### src/rtl/lsu_bus_ctrl_pkg.sv
// rtl/lsu_bus_ctrl_pkg.sv - shared op encodings, FSM states and access-size helpers for the LSU
package lsu_bus_ctrl_pkg;

   // ls_ctl op codes
   localparam logic [3:0] LS_NONE = 4'b0000;
   localparam logic [3:0] LS_SB   = 4'b0001;
   localparam logic [3:0] LS_SH   = 4'b0010;
   localparam logic [3:0] LS_SW   = 4'b0100;
   localparam logic [3:0] LS_SD   = 4'b0101;
   localparam logic [3:0] LS_LB   = 4'b1001;
   localparam logic [3:0] LS_LH   = 4'b1010;
   localparam logic [3:0] LS_LW   = 4'b1011;
   localparam logic [3:0] LS_LD   = 4'b1100;
   localparam logic [3:0] LS_LBU  = 4'b1101;
   localparam logic [3:0] LS_LHU  = 4'b1110;
   localparam logic [3:0] LS_LWU  = 4'b1111;

   // FSM state encoding
   localparam logic [1:0] ST_IDLE = 2'd0;
   localparam logic [1:0] ST_REQ  = 2'd1;
   localparam logic [1:0] ST_RSP  = 2'd2;
   localparam logic [1:0] ST_HOLD = 2'd3;

   typedef enum logic [1:0] {
      SZ_B = 2'd0,
      SZ_H = 2'd1,
      SZ_W = 2'd2,
      SZ_D = 2'd3
   } acc_size_e;

   // Access size of a memory op; byte for anything that is not a sized access.
   function automatic acc_size_e ls_size(input logic [3:0] ctl);
      case (ctl)
         LS_SH, LS_LH, LS_LHU:  ls_size = SZ_H;
         LS_SW, LS_LW, LS_LWU:  ls_size = SZ_W;
         LS_SD, LS_LD:          ls_size = SZ_D;
         default:               ls_size = SZ_B;
      endcase
   endfunction

   // True for every defined memory op (excludes LS_NONE and the holes in the map).
   function automatic logic ls_known(input logic [3:0] ctl);
      case (ctl)
         LS_SB, LS_SH, LS_SW, LS_SD,
         LS_LB, LS_LH, LS_LW, LS_LD,
         LS_LBU, LS_LHU, LS_LWU: ls_known = 1'b1;
         default:                ls_known = 1'b0;
      endcase
   endfunction

endpackage

### src/rtl/lsu_lane_align.sv
// rtl/lsu_lane_align.sv - byte-lane steering, load extension and fault detection for one access
module lsu_lane_align
   import lsu_bus_ctrl_pkg::*;
#(
   parameter int   XLEN   = 64,
   localparam int  STRB_W = XLEN / 8,
   localparam int  OFF_W  = $clog2(STRB_W)
) (
   input  logic [OFF_W-1:0]  offset_i,
   input  logic [3:0]        ls_ctl_i,
   input  logic [XLEN-1:0]   store_data_i,
   input  logic [XLEN-1:0]   rdata_i,
   output logic [XLEN-1:0]   wdata_o,
   output logic [STRB_W-1:0] wstrb_o,
   output logic [XLEN-1:0]   load_o,
   output logic              fault_o
);

   localparam int SH_W = $clog2(XLEN);

   acc_size_e       size;
   logic [SH_W-1:0] sh_amt;
   logic [XLEN-1:0] rshift;
   logic [2:0]      off3;
   logic [2:0]      size_mask;
   logic            is_store;
   logic            xlen_illegal;

   assign size     = ls_size(ls_ctl_i);
   assign sh_amt   = {offset_i, 3'b000};
   assign rshift   = rdata_i >> sh_amt;
   assign off3     = 3'(offset_i);
   assign is_store = !ls_ctl_i[3] && ls_known(ls_ctl_i);

   // Doubleword ops and lwu have no meaning on a 32-bit datapath.
   assign xlen_illegal = (XLEN == 32) &&
                         ((ls_ctl_i == LS_LD) || (ls_ctl_i == LS_LWU) || (ls_ctl_i == LS_SD));

   // Offset bits that must be zero for a naturally aligned access of this size.
   always_comb begin
      size_mask = 3'b000;
      case (size)
         SZ_B:    size_mask = 3'b000;
         SZ_H:    size_mask = 3'b001;
         SZ_W:    size_mask = 3'b011;
         SZ_D:    size_mask = 3'b111;
         default: size_mask = 3'b111;
      endcase
   end

   assign fault_o = (ls_ctl_i != LS_NONE) &&
                    (!ls_known(ls_ctl_i) || xlen_illegal || (|(off3 & size_mask)));

   assign wdata_o = is_store ? (store_data_i << sh_amt) : '0;

   // Byte enables follow the store size and lane; reads never enable bytes.
   always_comb begin
      wstrb_o = '0;
      if (is_store) begin
         case (size)
            SZ_B:    wstrb_o = STRB_W'(1)     << offset_i;
            SZ_H:    wstrb_o = STRB_W'(2'b11) << offset_i;
            SZ_W:    wstrb_o = STRB_W'(4'hF)  << offset_i;
            SZ_D:    wstrb_o = '1;
            default: wstrb_o = '0;
         endcase
      end
   end

   // Pick the addressed lane out of the read word and extend it to XLEN.
   always_comb begin
      load_o = '0;
      case (ls_ctl_i)
         LS_LB:   load_o = XLEN'($signed(rshift[7:0]));
         LS_LBU:  load_o = XLEN'(rshift[7:0]);
         LS_LH:   load_o = XLEN'($signed(rshift[15:0]));
         LS_LHU:  load_o = XLEN'(rshift[15:0]);
         LS_LW:   load_o = XLEN'($signed(rshift[31:0]));
         LS_LWU:  load_o = XLEN'(rshift[31:0]);
         LS_LD:   load_o = rshift;
         default: load_o = '0;
      endcase
   end

endmodule

### src/rtl/lsu_bus_ctrl.sv
// rtl/lsu_bus_ctrl.sv - load/store unit between EX and WB with a valid/ready data-memory bus
module lsu_bus_ctrl
   import lsu_bus_ctrl_pkg::*;
#(
   parameter int  XLEN   = 64,
   localparam int STRB_W = XLEN / 8
) (
   input  logic              clk,
   input  logic              rst,
   input  logic              ex_valid,
   output logic              ls_ready,
   input  logic [XLEN-1:0]   alu_res,
   input  logic [XLEN-1:0]   store_data,
   input  logic [3:0]        ls_ctl,
   output logic              ls_valid,
   input  logic              wb_ready,
   output logic [XLEN-1:0]   ls_data_o,
   output logic              ls_fault,
   output logic              mem_req_valid,
   input  logic              mem_req_ready,
   output logic              mem_req_we,
   output logic [XLEN-1:0]   mem_req_addr,
   output logic [XLEN-1:0]   mem_req_wdata,
   output logic [STRB_W-1:0] mem_req_wstrb,
   input  logic              mem_rsp_valid,
   input  logic [XLEN-1:0]   mem_rsp_rdata
);

   localparam int              OFF_W      = $clog2(STRB_W);
   localparam logic [XLEN-1:0] ALIGN_MASK = ~(XLEN'(STRB_W - 1));

   logic [1:0]      state_q, state_d;
   logic [XLEN-1:0] addr_q,  addr_d;
   logic [XLEN-1:0] sdata_q, sdata_d;
   logic [3:0]      ctl_q,   ctl_d;
   logic [XLEN-1:0] res_q,   res_d;
   logic            fault_q, fault_d;

   logic              in_idle;
   logic              in_req;
   logic [XLEN-1:0]   op_addr;
   logic [XLEN-1:0]   op_sdata;
   logic [3:0]        op_ctl;
   logic [XLEN-1:0]   la_wdata;
   logic [STRB_W-1:0] la_wstrb;
   logic [XLEN-1:0]   la_load;
   logic              la_fault;

   assign in_idle = (state_q == ST_IDLE);
   assign in_req  = (state_q == ST_REQ);

   // In IDLE the aligner sees the live EX op so a fault can be decided at accept;
   // afterwards it works from the latched copy so EX changes cannot leak in.
   assign op_addr  = in_idle ? alu_res    : addr_q;
   assign op_sdata = in_idle ? store_data : sdata_q;
   assign op_ctl   = in_idle ? ls_ctl     : ctl_q;

   lsu_lane_align #(
      .XLEN (XLEN)
   ) u_lane_align (
      .offset_i     (op_addr[OFF_W-1:0]),
      .ls_ctl_i     (op_ctl),
      .store_data_i (op_sdata),
      .rdata_i      (mem_rsp_rdata),
      .wdata_o      (la_wdata),
      .wstrb_o      (la_wstrb),
      .load_o       (la_load),
      .fault_o      (la_fault)
   );

   // Next-state logic: accept in IDLE, bus request, wait for response, hold for WB.
   always_comb begin
      state_d = state_q;
      addr_d  = addr_q;
      sdata_d = sdata_q;
      ctl_d   = ctl_q;
      res_d   = res_q;
      fault_d = fault_q;
      case (state_q)
         ST_IDLE: begin
            if (ex_valid) begin
               addr_d  = alu_res;
               sdata_d = store_data;
               ctl_d   = ls_ctl;
               if (ls_ctl == LS_NONE) begin
                  res_d   = alu_res;
                  fault_d = 1'b0;
                  state_d = ST_HOLD;
               end else if (la_fault) begin
                  res_d   = '0;
                  fault_d = 1'b1;
                  state_d = ST_HOLD;
               end else begin
                  fault_d = 1'b0;
                  state_d = ST_REQ;
               end
            end
         end
         ST_REQ: begin
            if (mem_req_ready) begin
               state_d = ST_RSP;
            end
         end
         ST_RSP: begin
            if (mem_rsp_valid) begin
               res_d   = ctl_q[3] ? la_load : '0;
               state_d = ST_HOLD;
            end
         end
         ST_HOLD: begin
            if (wb_ready) begin
               state_d = ST_IDLE;
            end
         end
         default: state_d = ST_IDLE;
      endcase
   end

   // State and op registers; reset abandons any bus transaction immediately.
   always_ff @(posedge clk or negedge rst) begin
      if (!rst) begin
         state_q <= ST_IDLE;
         addr_q  <= '0;
         sdata_q <= '0;
         ctl_q   <= LS_NONE;
         res_q   <= '0;
         fault_q <= 1'b0;
      end else begin
         state_q <= state_d;
         addr_q  <= addr_d;
         sdata_q <= sdata_d;
         ctl_q   <= ctl_d;
         res_q   <= res_d;
         fault_q <= fault_d;
      end
   end

   assign ls_ready  = in_idle;
   assign ls_valid  = (state_q == ST_HOLD);
   assign ls_data_o = res_q;
   assign ls_fault  = fault_q;

   // Only REQ reaches this state with a legal memory op, so bit 3 alone tells load from store.
   assign mem_req_valid = in_req;
   assign mem_req_we    = in_req && !ctl_q[3];
   assign mem_req_addr  = in_req ? (addr_q & ALIGN_MASK) : '0;
   assign mem_req_wdata = in_req ? la_wdata : '0;
   assign mem_req_wstrb = in_req ? la_wstrb : '0;

endmodule

### config.mk
export PLATFORM = sky130hd
export DESIGN_NAME = lsu_bus_ctrl
export DESIGN_NICKNAME = d
export VERILOG_FILES = /design/src/rtl/lsu_bus_ctrl_pkg.sv /design/src/rtl/lsu_lane_align.sv /design/src/rtl/lsu_bus_ctrl.sv
export SDC_FILE = /design/constraint.sdc
export NUM_CORES = 1
export LEC_CHECK = 0
export ABC_AREA = 1
export ABC_CLOCK_PERIOD_IN_PS = 4070
export CAP_MARGIN = 40
export CORE_MARGIN = 4
export CORE_UTILIZATION = 49
export DETAILED_ROUTE_END_ITERATION = 10
export PLACE_DENSITY = 0.87
export SYNTH_ARGS = -nofsm -noshare
export SYNTH_HDL_FRONTEND = slang
export SYNTH_SLANG_ARGS = --single-unit
### constraint.sdc
create_clock -name clk -period 4.07 [get_ports clk]
set_clock_uncertainty 0.1 [all_clocks]
set_input_delay 0.407 -clock clk [delete_from_list [all_inputs] [get_ports clk]]
set_output_delay 0.407 -clock clk [all_outputs]
set_load 0.02 [all_outputs]
==> metrics list <==
* Maximum fanout count along the critical path: 12
- Yosys warns: 0
- Count of max-cap constraint violations: 0
- Entering global routing, the biggest net connects 118 pins.
* Per-cell via count in the routed design: 5.47
- Result of the run: complete, no violations
- CTS saw 199 sinks.
- The routed design has 55600 µm of wire.
- Number of nets with antenna violations after detailed routing: 0
- Worst Hold Slack: 243 ps
- Initial DRC Count: 2052
- After clock tree synthesis, the clock-pin slew on the worst setup and hold paths is 90 ps.
- In the post-synthesis netlist, the biggest area contributors are dfrtp_1 36%, nand2_1 18%, o21ai_0 11%, inv_1 7.7%, nor2_1 5.8%.
* Leak Pwr: 10.4 nW
* Number of antenna violations at the first check in global routing: 9
- Dominant register cell in the synthesized netlist: dfrtp_1
- Critical Path Slowest Stage Cell: clkdlybuf4s50_1
- Critical Path AT: 3430 ps
- After detailed routing, the number of remaining DRC violations is 0.
- Post-synth ARST share: 100%
- DIE AREA: 31300 µm²
* Final worst setup slack: 131 ps
- Post-layout min period: 3940 ps
- Number of standard cells in the layout, taps in and fillers out: 2951
* Path type of the worst min-delay path: in -> async
* Ordered list of cells on the worst path: inv_1 > ha_4 > nand2_1 > o21ai_1 > inv_1 > ha_1 > nand3b_1 > nand2_1 > nand3_1 > buf_4 > a211oi_1 > clkdlybuf4s50_1
- In this run, placement finished with an instance count of 2902.
* Post-synthesis cell type with the largest combined area: dfrtp_1
- In this run, synthesis produced a sequential element count of 199.
- Clock insertion delay at the later pin of the skew report: 440 ps
- Crit Reg-Reg Startpoint: state_q[1]
- Required time at the worst-slack endpoint: 3560 ps
- Number of cells traversed by the worst register-to-register path: 21
* R2R setup slack: 560 ps
* CTS H-Tree Depth: 4
- At the pin with the least slew margin, the transition time is 1010 ps.
- Initial standard-cell utilization of the core: 50.0%
- The layout has 2465 filler cells.
- The floorplan step set the die height to 177 µm.
- Setup slack at placement: 29.3 ps
* Drt first pass iters: 6
- Achievable clock frequency: 254 MHz
- Clock tree from TritonCTS: built
* Width of the die: 177 µm
- Post-route clock period utilization: 96.8%
* Average cell area after synthesis: 6.32 µm²
* Count of pins on the block boundary: 407
- After layout, the design draws a total of 17.3 mW.
* Endpoint of the lowest-slack register-to-register path: ls_data_o[13]
- Signed area change from the synthesized netlist to the final layout: 36.4%
- CTS Buf Count: 17
- Setup repair after global routing could not meet its margin everywhere.
* First-pass GRT wire length: 84800 µm
* Standard-cell row count: 61
- Crit path capture type: output port
- The worst setup path is of the reg -> out kind.
* Clock root buffer: clkbuf_16
- Number of flops mapped to enable cells by yosys: 0
- The floorplan step defined a core boundary enclosing 28000 µm².
- Critical Path Source Type: register
* Library cells used by synthesis: 38
* Layout net count: 2763
- Count of endpoints failing setup in the final report: 0
- Instance count of the mapped netlist: 2217
* Largest voltage drop on the vdd net: 532 µV
- Average routed wire per standard cell: 18.9 µm
- Port bufs: 403
- Sequential elements use 35.6% of the synthesized area.
- The congestion estimate from routability-driven global placement came to 0.996.
* Tightest slew margin relative to the limit: 32.0%
- Summed over all layers, the global routing overflow is 0.
* Pins Over Slew Limit: 0
- Area share of the largest cell type after synthesis: 35.6%
* Vias in the first global route: 14900
- Adding up every negative setup slack in the final design gives 0 ps.
- The post-route netlist has 5.23% of its cells at a drive strength greater than 1.
* Longest Clk Path Bufs: 2
- For this block, the via count after detailed routing is 16100.
- Crit-path max cell delay: 660 ps
- Total global routing track utilization: 34.3%
- Post-synthesis instance area: 14000 µm²
- Final count of hold timing violations: 0
- Detailed placement ended at an HPWL of 42800 µm.
- Power spread over the standard cell area amounts to 906 nW/µm².
[Yosys cell counts, types with 2 or more instances]
cell and instances:
o21ai_0 311, buf_6 5, a211oi_1 11, nand4_1 4, nor2_4 2, o21a_1 2, buf_4 19, o211ai_1 21
a21oi_1 90, nand3_1 122, nand3b_1 3, nand2_1 688, o22ai_1 11, nor2_1 216, nand3_2 3, o21bai_1 33
inv_2 7, buf_1 8, buf_2 55, inv_1 288, o21ai_1 7, dfrtp_1 199, clkbuf_1 65, nand2_2 7
ha_1 11, mux2i_1 6, a221oi_1 6, nand2_4 3, a31oi_1 4, clkinv_1 2
[how the worst max path moves through the flow]
| stage | slack [ps] | end | cells after the start | startpoint |
|---|---|---|---|---|
| floorplan | 220 | mem_req_wdata[45] | 17 | state_q[0] |
| global placement | 130 | mem_req_wdata[28] | 14 | ls_ctl[1] |
| detailed placement | 30 | mem_req_wdata[4] | 13 | ls_ctl[0] |
| CTS | 4 | mem_req_wdata[13] | 14 | state_q[0] |
| global route | -60 | mem_req_wstrb[4] | 18 | state_q[1] |
| finish | 130 | mem_req_wdata[34] | 12 | state_q[1] |
[cell families (layout without fill, tap and decap cells)]
group / count (synthesis) / in the layout / share of synthesized area [%]
AOI/OAI and AO/OA: 499 / 499 / 19.5
adders and majority gates: 11 / 11 / 0.983
buffers and inverters: 449 / 793 / 13.3
DFF: 199 / 199 / 35.6
muxes: 6 / 6 / 0.429
other: 1 / 13 / 0.0268
and+or+nand+nor: 1052 / 1052 / 30.2
[worst max-delay path: cells and delay by family (launching register included)]
kind | cells | cell delay [ps]
and+or+nand+nor | 4 | 470
AOI/OAI and AO/OA | 2 | 400
buffers and inverters | 4 | 1170
adders and majority gates | 2 | 520
DFF | 1 | 420
[stage by stage]
step / instance area [µm²] / util, %
finish: 19100 / 68.2
floorplan: 14000 / -
global route: 19100 / 68.2
detailed placement: 18300 / 65.4
global placement: 18300 / 65.3
CTS: 18900 / 67.6
[repair_timing]
| item | 4_1_cts | 5_1_grt |
|---|---|---|
| hold endpoints to repair | 15 | 0 |
| buffers inserted | 0 | 6 |
| endpoints found under the setup margin | 63 | 57 |
| pin swaps | 0 | 2 |
| gates resized for setup | 47 | 43 |
| gates cloned | 0 | 0 |
| hold buffers | 1 | 0 |
[power by group]
| part | switching [mW] | internal (mW) | leakage [nW] |
|---|---|---|---|
| Sequential | 0.492 | 2.95 | 2.47 |
| Clock | 1.01 | 0.875 | 0.311 |
| Combinational | 7.97 | 4.00 | 7.63 |
| Total | 9.48 | 7.83 | 10.4 |
[cells in the final DEF, fill, tap and decap left out, types with 3 or more instances in the layout]
cell type and n:
a211oi_1 11, a21oi_1 90, a221oi_1 6, a31oi_1 4
buf_12 7, buf_4 51, clkbuf_16 17, clkbuf_2 3
clkdlybuf4s50_1 339, clkinv_8 5, conb_1 3, dfrtp_1 199
diode_2 10, dlygate4sd2_1 36, dlymetal6s2s_1 24, ha_1 9
inv_1 288, inv_12 4, inv_2 6, inv_6 4
mux2i_1 6, nand2_1 683, nand2_2 8, nand2_4 6
nand3_1 122, nand3_2 3, nand3b_1 3, nand4_1 4
nor2_1 215, nor2_4 3, o211ai_1 21, o21ai_0 308
o21ai_1 8, o21bai_1 33, o22ai_1 11
[layout make-up]
type                    count  area, µm²  area share [%]
diodes                     10       25.0           0.131
clock buffers              17        425            2.23
clock inverters            15        221            1.16
inverters                 297       1120            5.86
multi-input cells        1571       7250            37.9
flip-flops and latches    199       4980            26.1
well taps                 378        473            2.48
repair buffers            464       4610            24.1
[layer usage]
layer  vias to the layer above  track usage [%]  wire (µm)
li1                       7648                -          -
met1                      7549             48.1      23200
met2                       844             54.5      25600
met3                       100             5.98       5130
met4                         2             10.6       1640
met5                         -                0         13
[sequential cells by signal, summed over array words and instances (netlist names)]
register   cells
addr_q        64
ctl_q          4
ls_data_o     64
ls_fault       1
sdata_q       64
state_q        2
Power figures use the tool's default switching activity.
